## src/rtl/ahb_lite_wb_bridge.sv

```systemverilog
// AHB-Lite slave to Wishbone classic master bridge with byte lanes, optional
// posted writes, a strobe timeout and two-cycle AHB error responses.
module ahb_lite_wb_bridge #(
  parameter int ADDR_WIDTH     = 32,
  parameter int DATA_WIDTH     = 32,
  parameter int POSTED_WRITES  = 1,
  parameter int TIMEOUT_CYCLES = 255
) (
  input  logic                      HCLK,
  input  logic                      HRESETn,
  input  logic                      HSEL,
  input  logic [ADDR_WIDTH-1:0]     HADDR,
  input  logic [1:0]                HTRANS,
  input  logic                      HWRITE,
  input  logic [2:0]                HSIZE,
  input  logic [2:0]                HBURST,
  input  logic [DATA_WIDTH-1:0]     HWDATA,
  input  logic                      HREADY,
  output logic                      HREADYOUT,
  output logic [DATA_WIDTH-1:0]     HRDATA,
  output logic                      HRESP,
  output logic                      wb_cyc,
  output logic                      wb_stb,
  output logic                      wb_we,
  output logic [ADDR_WIDTH-1:0]     wb_adr,
  output logic [DATA_WIDTH/8-1:0]   wb_sel,
  output logic [DATA_WIDTH-1:0]     wb_dat_w,
  input  logic [DATA_WIDTH-1:0]     wb_dat_r,
  input  logic                      wb_ack,
  input  logic                      wb_err,
  output logic                      posted_err_o,
  input  logic                      posted_err_clr_i
);

  localparam int SEL_W  = DATA_WIDTH / 8;
  localparam int LSB    = $clog2(SEL_W);
  localparam int TW_RAW = $clog2(TIMEOUT_CYCLES + 1);
  localparam int TW     = (TW_RAW < 8) ? 8 : ((TW_RAW > 16) ? 16 : TW_RAW);
  localparam logic [TW-1:0] TO_LIMIT = TW'(TIMEOUT_CYCLES);
  localparam bit POSTED = (POSTED_WRITES != 0);

  typedef enum logic [2:0] {IDLE, RD, WLAT, WR, ERR1, ERR2} state_t;

  state_t                  state, state_next;
  logic                    pend_valid, pend_write;
  logic [ADDR_WIDTH-1:0]   pend_addr;
  logic [2:0]              pend_size;
  logic [TW-1:0]           tmo_cnt;
  logic                    hold_cyc;
  logic                    accept, tmo, wb_fail, stb_phase;
  logic                    load_cur, pend_set, perr_set;
  logic [ADDR_WIDTH-1:0]   src_addr;
  logic [2:0]              src_size;
  logic                    src_write, src_err;
  logic                    unused_bits;

  function automatic logic [SEL_W-1:0] lane_sel(input logic [ADDR_WIDTH-1:0] a,
                                                input logic [2:0] s);
    int off, n;
    lane_sel = '0;
    off = int'(a[LSB-1:0]);
    n   = 1 << s;
    for (int i = 0; i < SEL_W; i++) lane_sel[i] = (i >= off) && (i < off + n);
  endfunction

  function automatic logic dec_err(input logic [ADDR_WIDTH-1:0] a, input logic [2:0] s);
    return (s > 3'(LSB)) || ((int'(a[LSB-1:0]) & ((1 << s) - 1)) != 0);
  endfunction

  function automatic state_t route(input logic err, input logic wr);
    return err ? ERR1 : (wr ? WLAT : RD);
  endfunction

  assign unused_bits = ^{HBURST, HTRANS[0]};
  assign accept      = HSEL & HTRANS[1] & HREADY;
  assign stb_phase   = (state == RD) || (state == WR);
  assign tmo         = (TIMEOUT_CYCLES != 0) && stb_phase && (tmo_cnt == TO_LIMIT);
  assign wb_fail     = wb_err || tmo;

  // A held transfer always takes precedence; it only exists while a posted write is in WR.
  assign src_addr  = pend_valid ? pend_addr  : HADDR;
  assign src_size  = pend_valid ? pend_size  : HSIZE;
  assign src_write = pend_valid ? pend_write : HWRITE;
  assign src_err   = dec_err(src_addr, src_size);

  always_ff @(posedge HCLK) begin
    if (!HRESETn) begin
      state        <= IDLE;
      pend_valid   <= 1'b0;
      pend_write   <= 1'b0;
      pend_addr    <= '0;
      pend_size    <= '0;
      tmo_cnt      <= '0;
      hold_cyc     <= 1'b0;
      HRDATA       <= '0;
      wb_adr       <= '0;
      wb_sel       <= '0;
      wb_dat_w     <= '0;
      posted_err_o <= 1'b0;
    end else begin
      state    <= state_next;
      hold_cyc <= (state == WR) && (state_next == WLAT);
      tmo_cnt  <= (stb_phase && !tmo && !wb_ack && !wb_err) ? tmo_cnt + 1'b1 : '0;
      if (pend_set) begin
        pend_valid <= 1'b1;
        pend_addr  <= HADDR;
        pend_size  <= HSIZE;
        pend_write <= HWRITE;
      end else if (load_cur) begin
        pend_valid <= 1'b0;
      end
      if (load_cur && !src_err) begin
        wb_adr <= {src_addr[ADDR_WIDTH-1:LSB], {LSB{1'b0}}};
        wb_sel <= lane_sel(src_addr, src_size);
      end
      if (state == WLAT) wb_dat_w <= HWDATA;
      if (state == RD && wb_ack && !wb_fail) HRDATA <= wb_dat_r;
      if (perr_set) posted_err_o <= 1'b1;
      else if (posted_err_clr_i) posted_err_o <= 1'b0;
    end
  end

  always_comb begin
    state_next = state;
    load_cur   = 1'b0;
    pend_set   = 1'b0;
    perr_set   = 1'b0;
    case (state)
      IDLE, ERR2: begin
        state_next = IDLE;
        if (accept) begin
          load_cur   = 1'b1;
          state_next = route(src_err, src_write);
        end
      end
      RD: begin
        if (wb_fail) state_next = ERR1;
        else if (wb_ack) state_next = IDLE;
      end
      WLAT: begin
        state_next = WR;
        pend_set   = POSTED && accept;
      end
      WR: begin
        if (!POSTED) begin
          if (wb_fail) state_next = ERR1;
          else if (wb_ack) state_next = IDLE;
        end else begin
          perr_set = wb_fail;
          if (wb_fail || wb_ack) begin
            if (pend_valid || accept) begin
              load_cur   = 1'b1;
              state_next = route(src_err, src_write);
            end else begin
              state_next = IDLE;
            end
          end else begin
            pend_set = accept;
          end
        end
      end
      ERR1:    state_next = ERR2;
      default: state_next = IDLE;
    endcase
  end

  always_comb begin
    HREADYOUT = 1'b1;
    HRESP     = 1'b0;
    wb_cyc    = 1'b0;
    wb_stb    = 1'b0;
    wb_we     = 1'b0;
    case (state)
      RD: begin
        HREADYOUT = 1'b0;
        wb_cyc    = !tmo;
        wb_stb    = !tmo;
      end
      WLAT: begin
        HREADYOUT = POSTED;
        wb_cyc    = hold_cyc;
      end
      WR: begin
        HREADYOUT = POSTED && !pend_valid;
        wb_cyc    = !tmo;
        wb_stb    = !tmo;
        wb_we     = 1'b1;
      end
      ERR1: begin
        HREADYOUT = 1'b0;
        HRESP     = 1'b1;
      end
      ERR2:    HRESP = 1'b1;
      default: HREADYOUT = 1'b1;
    endcase
  end

endmodule

```

## config.mk

```make
export PLATFORM = sky130hd
export DESIGN_NAME = ahb_lite_wb_bridge
export DESIGN_NICKNAME = d
export VERILOG_FILES = /design/src/rtl/ahb_lite_wb_bridge.sv
export SDC_FILE = /design/constraint.sdc
export NUM_CORES = 1
export LEC_CHECK = 0
export CORE_ASPECT_RATIO = 1.5
export CORE_MARGIN = 4
export CORE_UTILIZATION = 50
export DETAILED_ROUTE_END_ITERATION = 10
export DONT_BUFFER_PORTS = 1
export HOLD_SLACK_MARGIN = 0.03
export PLACE_DENSITY = 0.76
export SLEW_MARGIN = 10
export SYNTH_ARGS = -nofsm -noshare
export SYNTH_HDL_FRONTEND = slang
export SYNTH_SLANG_ARGS = --single-unit
```

## constraint.sdc

```tcl
create_clock -name HCLK -period 2.74 [get_ports HCLK]
set_input_delay 0.685 -clock HCLK [delete_from_list [all_inputs] [get_ports HCLK]]
set_output_delay 0.685 -clock HCLK [all_outputs]
set_load 0.005 [all_outputs]
```

==> Word level (Yosys, flattened, before mapping) <==
Cells that the tools add are included.
{ "totals": {"word_cells": 92, "in_bits": 112, "ff_bits": 148} }
{ "classes": {"add_sub_neg": 3, "eq_ne": 7, "magnitude_cmp": 8, "n_shift": 1, "muxes": 27, "bitwise_logic": 3, "reduce_logical": 31} }
{ "op_table": {"columns": ["operator", "n"], "rows": [
  ["$lt A3 B32 Y1 const A", 2],
  ["$add A3 B32 Y32", 1],
  ["$and A3 B32 Y32", 1],
  ["$lt A1 B32 Y1 const A", 1],
  ["$lt A2 B32 Y1 const A", 1],
  ["$mux W32", 1],
  ["$reduce_bool A32 Y1", 1],
  ["$shl A1 B3 Y32 const A", 1],
  ["$sub A32 B2 Y32 const B", 1],
  ["$mux W3", 7],
  ["$pmux W3 S5", 1],
  ["$mux W1", 13],
  ["$logic_and A1 B1 Y1", 11],
  ["$eq A3 B2 Y1 const B", 3],
  ["$add A8 B1 Y8 const B", 1],
  ["$eq A8 B8 Y1 const B", 1],
  ["$pmux W1 S2", 4],
  ["$reduce_or A2 Y1", 4],
  ["$eq A3 B3 Y1 const B", 2],
  ["$logic_not A1 Y1", 6],
  ["$logic_or A1 B1 Y1", 5],
  ["$ge A1 B2 Y1 const A", 2],
  ["$reduce_bool A2 Y1", 2],
  ["$eq A3 B1 Y1 const B", 1],
  ["6 further kinds", 7]
]} }

==> Logic depth before layout (Yosys ltp) <==
{ "depth": {"word_depth": 12, "depth_mapped": 11} }

==> Least setup slack after synthesis <==
Ideal clock, no wire load.
{ "synth_path": {"kind": "input port to flip-flop", "start": "input port HSIZE[2]", "end": "register wb_sel[0]", "t_arrival_ps": 2303, "cell_stages": 8, "slack_ps": 306, "required_ps": 2608, "path_cell_list": "mux2_2 -> nor3_1 -> ha_1 -> a21oi_1 -> and4_1 -> o21bai_1 -> o311ai_0 -> mux2i_1"} }
{ "synth_between": {"elab_chain_cells": 8} }
{ "synth_rtl": {"columns": ["item", "line_no", "rtl"], "rows": [
  ["start, declared", "15", "input logic [2:0] HSIZE,"],
  ["$mux W3 (*)", "82", "assign src_size = pend_valid ? pend_size : HSIZE;"],
  ["branches (longest 7 deep; another with $add A3 B32 Y32)", null, null],
  ["end signal, assigned", "114", "wb_sel <= lane_sel(src_addr, src_size);"],
  ["end, declared", "26", "output logic [DATA_WIDTH/8-1:0] wb_sel,"]
]} }
Every way passes the cells marked *.
A chain may end at the register's enable or synchronous reset.

==> Worst setup path after layout <==
{ "layout_path": {"start": "register state[0]", "end": "output port wb_cyc"} }
{ "layout_between": {"elab_chain_cells": 5} }
{ "layout_rtl": {"columns": ["item", "line_no", "rtl"], "rows": [
  ["start, declared", "44", "state_t state, state_next;"],
  ["start signal, assigned", "101", "state <= state_next;"],
  ["$eq A3 B1 Y1 / $eq A3 B2 Y1 (equally long branches)", "76, 173", null],
  ["$logic_or A1 B1 Y1", "76", "assign stb_phase = (state == RD) || (state == WR);"],
  ["$logic_and A1 B1 Y1", "77", "assign tmo = (TIMEOUT_CYCLES != 0) && stb_phase && (tmo_cnt == TO_LIMIT);"],
  ["$logic_not A1 Y1", "176, 185", null],
  ["$pmux W1 S2 (*)", "173", "case (state)"],
  ["end, declared", "22", "output logic wb_cyc,"]
]} }
Mark *: on every way between the ends. The rest lies on a longest branch, timed or not.

==> summary.md <==
| Metric | Value |
|---|---|
| Final Core Density | `56.31%` |
| Syn Inst Count | `709` |
| Via count | `4774` |
| PortBufs | `0` |
| DR iter-0 viols | `175` |
| FP Rows | `49` |
| Fillers | `1066` |
| Clk pin slew, worst setup/hold paths | `0.06 ns` |
| Min-Delay Endpoint | `pend_addr[19]$_SDFFE_PN0P_` |
| FF+latch count, synth | `148` |
| Final Power | `4.674 mW` |
| Dpl cell area | `0.006202 mm2` |
| Distinct cells, synth | `48` |
| Root buffer cell | `clkbuf_16` |
| Reg-to-reg slack, setup | `0.26 ns` |
| Post-route ant nets | `0` |
| TritonCTS clock tree | `done` |
| Setup bufs post-CTS | `0` |
| Post-DP HPWL | `10180 um` |
| Avg Synthesized Cell Area | `8.718 um2` |
| Logic pwr share | `3.3%` |
| Max incr delay on CP | `0.46 ns` |
| Top Ports | `218` |
| Total core area | `0.01208 mm2` |
| CP startpoint kind | `flip-flop` |
| Via/cell ratio | `5.650` |
| DIE HEIGHT | `144.2 um` |
| Outcome | `complete, no violations` |
| Worst slew margin | `60.61%` |
| WL/cell | `16.91 um` |
| Total wire length | `14290 um` |
| Power Dens Cells | `687.3 mW/mm2` |
| # nets final | `796` |
| Tot GR Track Use | `19.78%` |
| Mapped Area | `0.006181 mm2` |
| Die W | `98.78 um` |
| Synth area leaders | `dfxtp_1 48%, nand2_1 11%, a21boi_0 8.1%, mux2i_1 6.0%, nand3_1 5.7%` |
| Final Cycle Share | `94.90%` |
| Fin area | `0.006802 mm2` |
| Share of Yosys cell area claimed by the top area cell type | `47.94%` |
| CTS sink cnt | `148` |
| Vias in the first global route | `4708` |
| Yosys warnings | `0` |
| Ant diodes | `0` |
| Static leakage | `2.679 nW` |
| Clock latency on the worst-skew pair | `0.42 ns` |
| P_int | `3.650 mW` |
| Final Wtd Congestion | `0.7888` |
| Initial antenna violation count | `0` |
| Area grow syn2layout | `10.04%` |
| Crit path cell chain | `nor2b_1, a21boi_0, a21o_1` |
| Die area | `0.01424 mm2` |
| Initial Util | `51.18%` |
| Max frequency | `384.6 MHz` |
| Critical path class | `flip-flop to output port` |
| Worst Max-Slew Pin Slew | `0.5908 ns` |
| Count of flip-flops with a built-in enable after synthesis | `0` |
| DR DRC count | `0` |
| Worst min-delay path startpoint | `HADDR[19]` |
| Crit. End Element | `output port` |
| Worst hold slack | `0.4009 ns` |
| Sw Pwr | `1.024 mW` |
| H-tree Lvls | `4` |
| Clock skew | `0.01565 ns` |
| First-pass GRT wire length | `22970 um` |
| Maximum vdd drop | `0.3865 mV` |
| Ys async rst share | `0%` |
| Worst Hold Path Cells | `2` |
| Most area-hungry cell type in the Yosys netlist | `dfxtp_1` |
| Final Hold Vio Count | `0` |
| Maximum fanout along the worst path | `8` |
| Clk buf depth | `2` |
| Worst r2r path cells | `8` |
| Share of cells above drive strength 1 | `7.514%` |
| Minimum clock period after layout | `2.600 ns` |
| RSZ-0062 raised after global routing | `false` |
| Reg2reg end | `wb_sel[0]$_SDFFE_PN0P_` |
| Setup TNS | `0 ns` |
| Gr ovfl total | `0` |
| Largest net degree at the start of global routing | `184` |
| Reg-to-reg critical path startpoint | `pend_valid$_SDFFE_PN0P_` |
| # resized after CTS | `0` |
| Switch share | `21.92%` |
| Slowest cell on the critical path | `dfxtp_1` |
| CTS Buf Count | `17` |
| Worst EP arrival | `1.92 ns` |
| Seq/Total Area, Yosys | `47.94%` |
| Main flop type after synthesis | `dfxtp_1` |
| Clock share of power | `49.8%` |
| Slew Limit Fails | `0` |
| Reg power frac | `46.9%` |
| TritonRoute pass-1 iters | `6` |
| Hold Buf Count CTS | `0` |
| Max-Cap Viols | `0` |
| Final setup viols | `0` |
| CP Data Required Time | `2.06 ns` |
| Worst min-delay path class | `input port to flip-flop` |
-- state kept, by name, summed over array words and instances (netlist names) --
| name | flops |
|---|---|
| wb_dat_w | 32 |
| wb_adr | 30 |
| hold_cyc | 1 |
| tmo_cnt | 8 |
| pend_valid | 1 |
| HRDATA | 32 |
| pend_write | 1 |
| posted_err_o | 1 |
| pend_size | 3 |
| pend_addr | 32 |
| state | 3 |
| wb_sel | 4 |
-- worst max-delay path: cells and delay by family (launching register included) --
kind,cells,cell delay (ns)
compound gates,2,0.61
flops,1,0.46
simple gates,1,0.44
-- how the worst max path moves through the flow --
stage / startpoint / to / slack (ns)
after floorplan: HSIZE[2] / wb_sel[0]$_SDFFE_PN0P_ / 0.31
after global placement: HSIZE[2] / wb_sel[0]$_SDFFE_PN0P_ / 0.28
after detailed placement: HSIZE[2] / wb_sel[0]$_SDFFE_PN0P_ / 0.24
after CTS: state[0]$_SDFF_PN0_ / wb_cyc / 0.1
after global routing: state[0]$_SDFF_PN0_ / wb_cyc / 0.02
final: state[0]$_SDFF_PN0_ / wb_cyc / 0.14
-- power groups by stage --
stage	clock, mW	combinational (mW)	sequential [mW]
finish	2.33	0.154	2.19
global route	2.44	0.175	2.20
CTS	2.37	0.156	2.19
detailed placement	0	0.155	2.24
global placement	0	0.149	2.24
floorplan	0	0.158	2.24
-- cell type report --
class	count	area [um2]	area share, %
clock buffers	20	456.7	6.714
clock inverters	12	142.6	2.097
inverters	8	30.03	0.4415
multi-input cells	493	2922	42.95
flip-flops and latches	148	2964	43.58
well taps	153	191.4	2.815
repair buffers	11	95.09	1.398
-- cells in the mapped netlist (2+ instances only) --
library cell,n
buf_4,2
mux2_2,3
nor4_1,2
a21boi_0,67
o211ai_1,2
buf_2,6
dfxtp_1,148
nor2_1,15
mux2i_1,37
clkbuf_1,43
a21oi_1,4
buf_1,5
o21bai_1,2
nand2_1,179
xor2_1,3
and4_1,2
inv_1,8
ha_1,4
o211a_1,30
a211o_1,2
xnor2_1,3
o311ai_0,2
buf_6,5
nand3_1,71
o21ai_0,36
nand2b_1,2
nor2b_1,5
-- layer usage --
metal  global-route usage (%)  wire length, um
met4                    6.691              201
met3                    8.156             1399
met5                        0                0
met1                    20.55             5310
met2                    35.87             7380
-- metrics by stage --
stage | setup WS, ns | instances
6_report | 0.1397 | 845
5_1_grt | 0.01970 | 845
4_1_cts | 0.09645 | 845
3_5_place_dp | 0.2404 | 813
3_3_place_gp | 0.2831 | 813
2_1_floorplan | 0.3058 | 710
-- kinds of logic (layout without fill, tap and decap cells) --
| family | count (synthesis) | count (layout) | share of synthesized area, % |
|---|---|---|---|
| simple gates | 286 | 286 | 19.96 |
| compound gates | 154 | 154 | 18.48 |
| flops | 148 | 148 | 47.94 |
| buf+inv | 69 | 51 | 5.040 |
| mux | 40 | 40 | 6.539 |
| xor+xnor | 6 | 6 | 0.8504 |
| fa+ha+maj | 5 | 5 | 1.134 |
| other cells | 1 | 2 | 0.06067 |
-- layout by cell type, fill, tap and decap left out, drive strengths merged, types with 13 or more instances in the layout --
| cell type | Yosys | layout |
|---|---|---|
| nor2 | 15 | 15 |
| inv | 8 | 13 |
| o21ai | 37 | 37 |
| nand2 | 179 | 179 |
| clkbuf | 43 | 20 |
| nand3 | 71 | 71 |
| dfxtp | 148 | 148 |
| a21boi | 67 | 67 |
| mux2i | 37 | 37 |
| o211a | 30 | 30 |
Power figures use the tool's default switching activity.
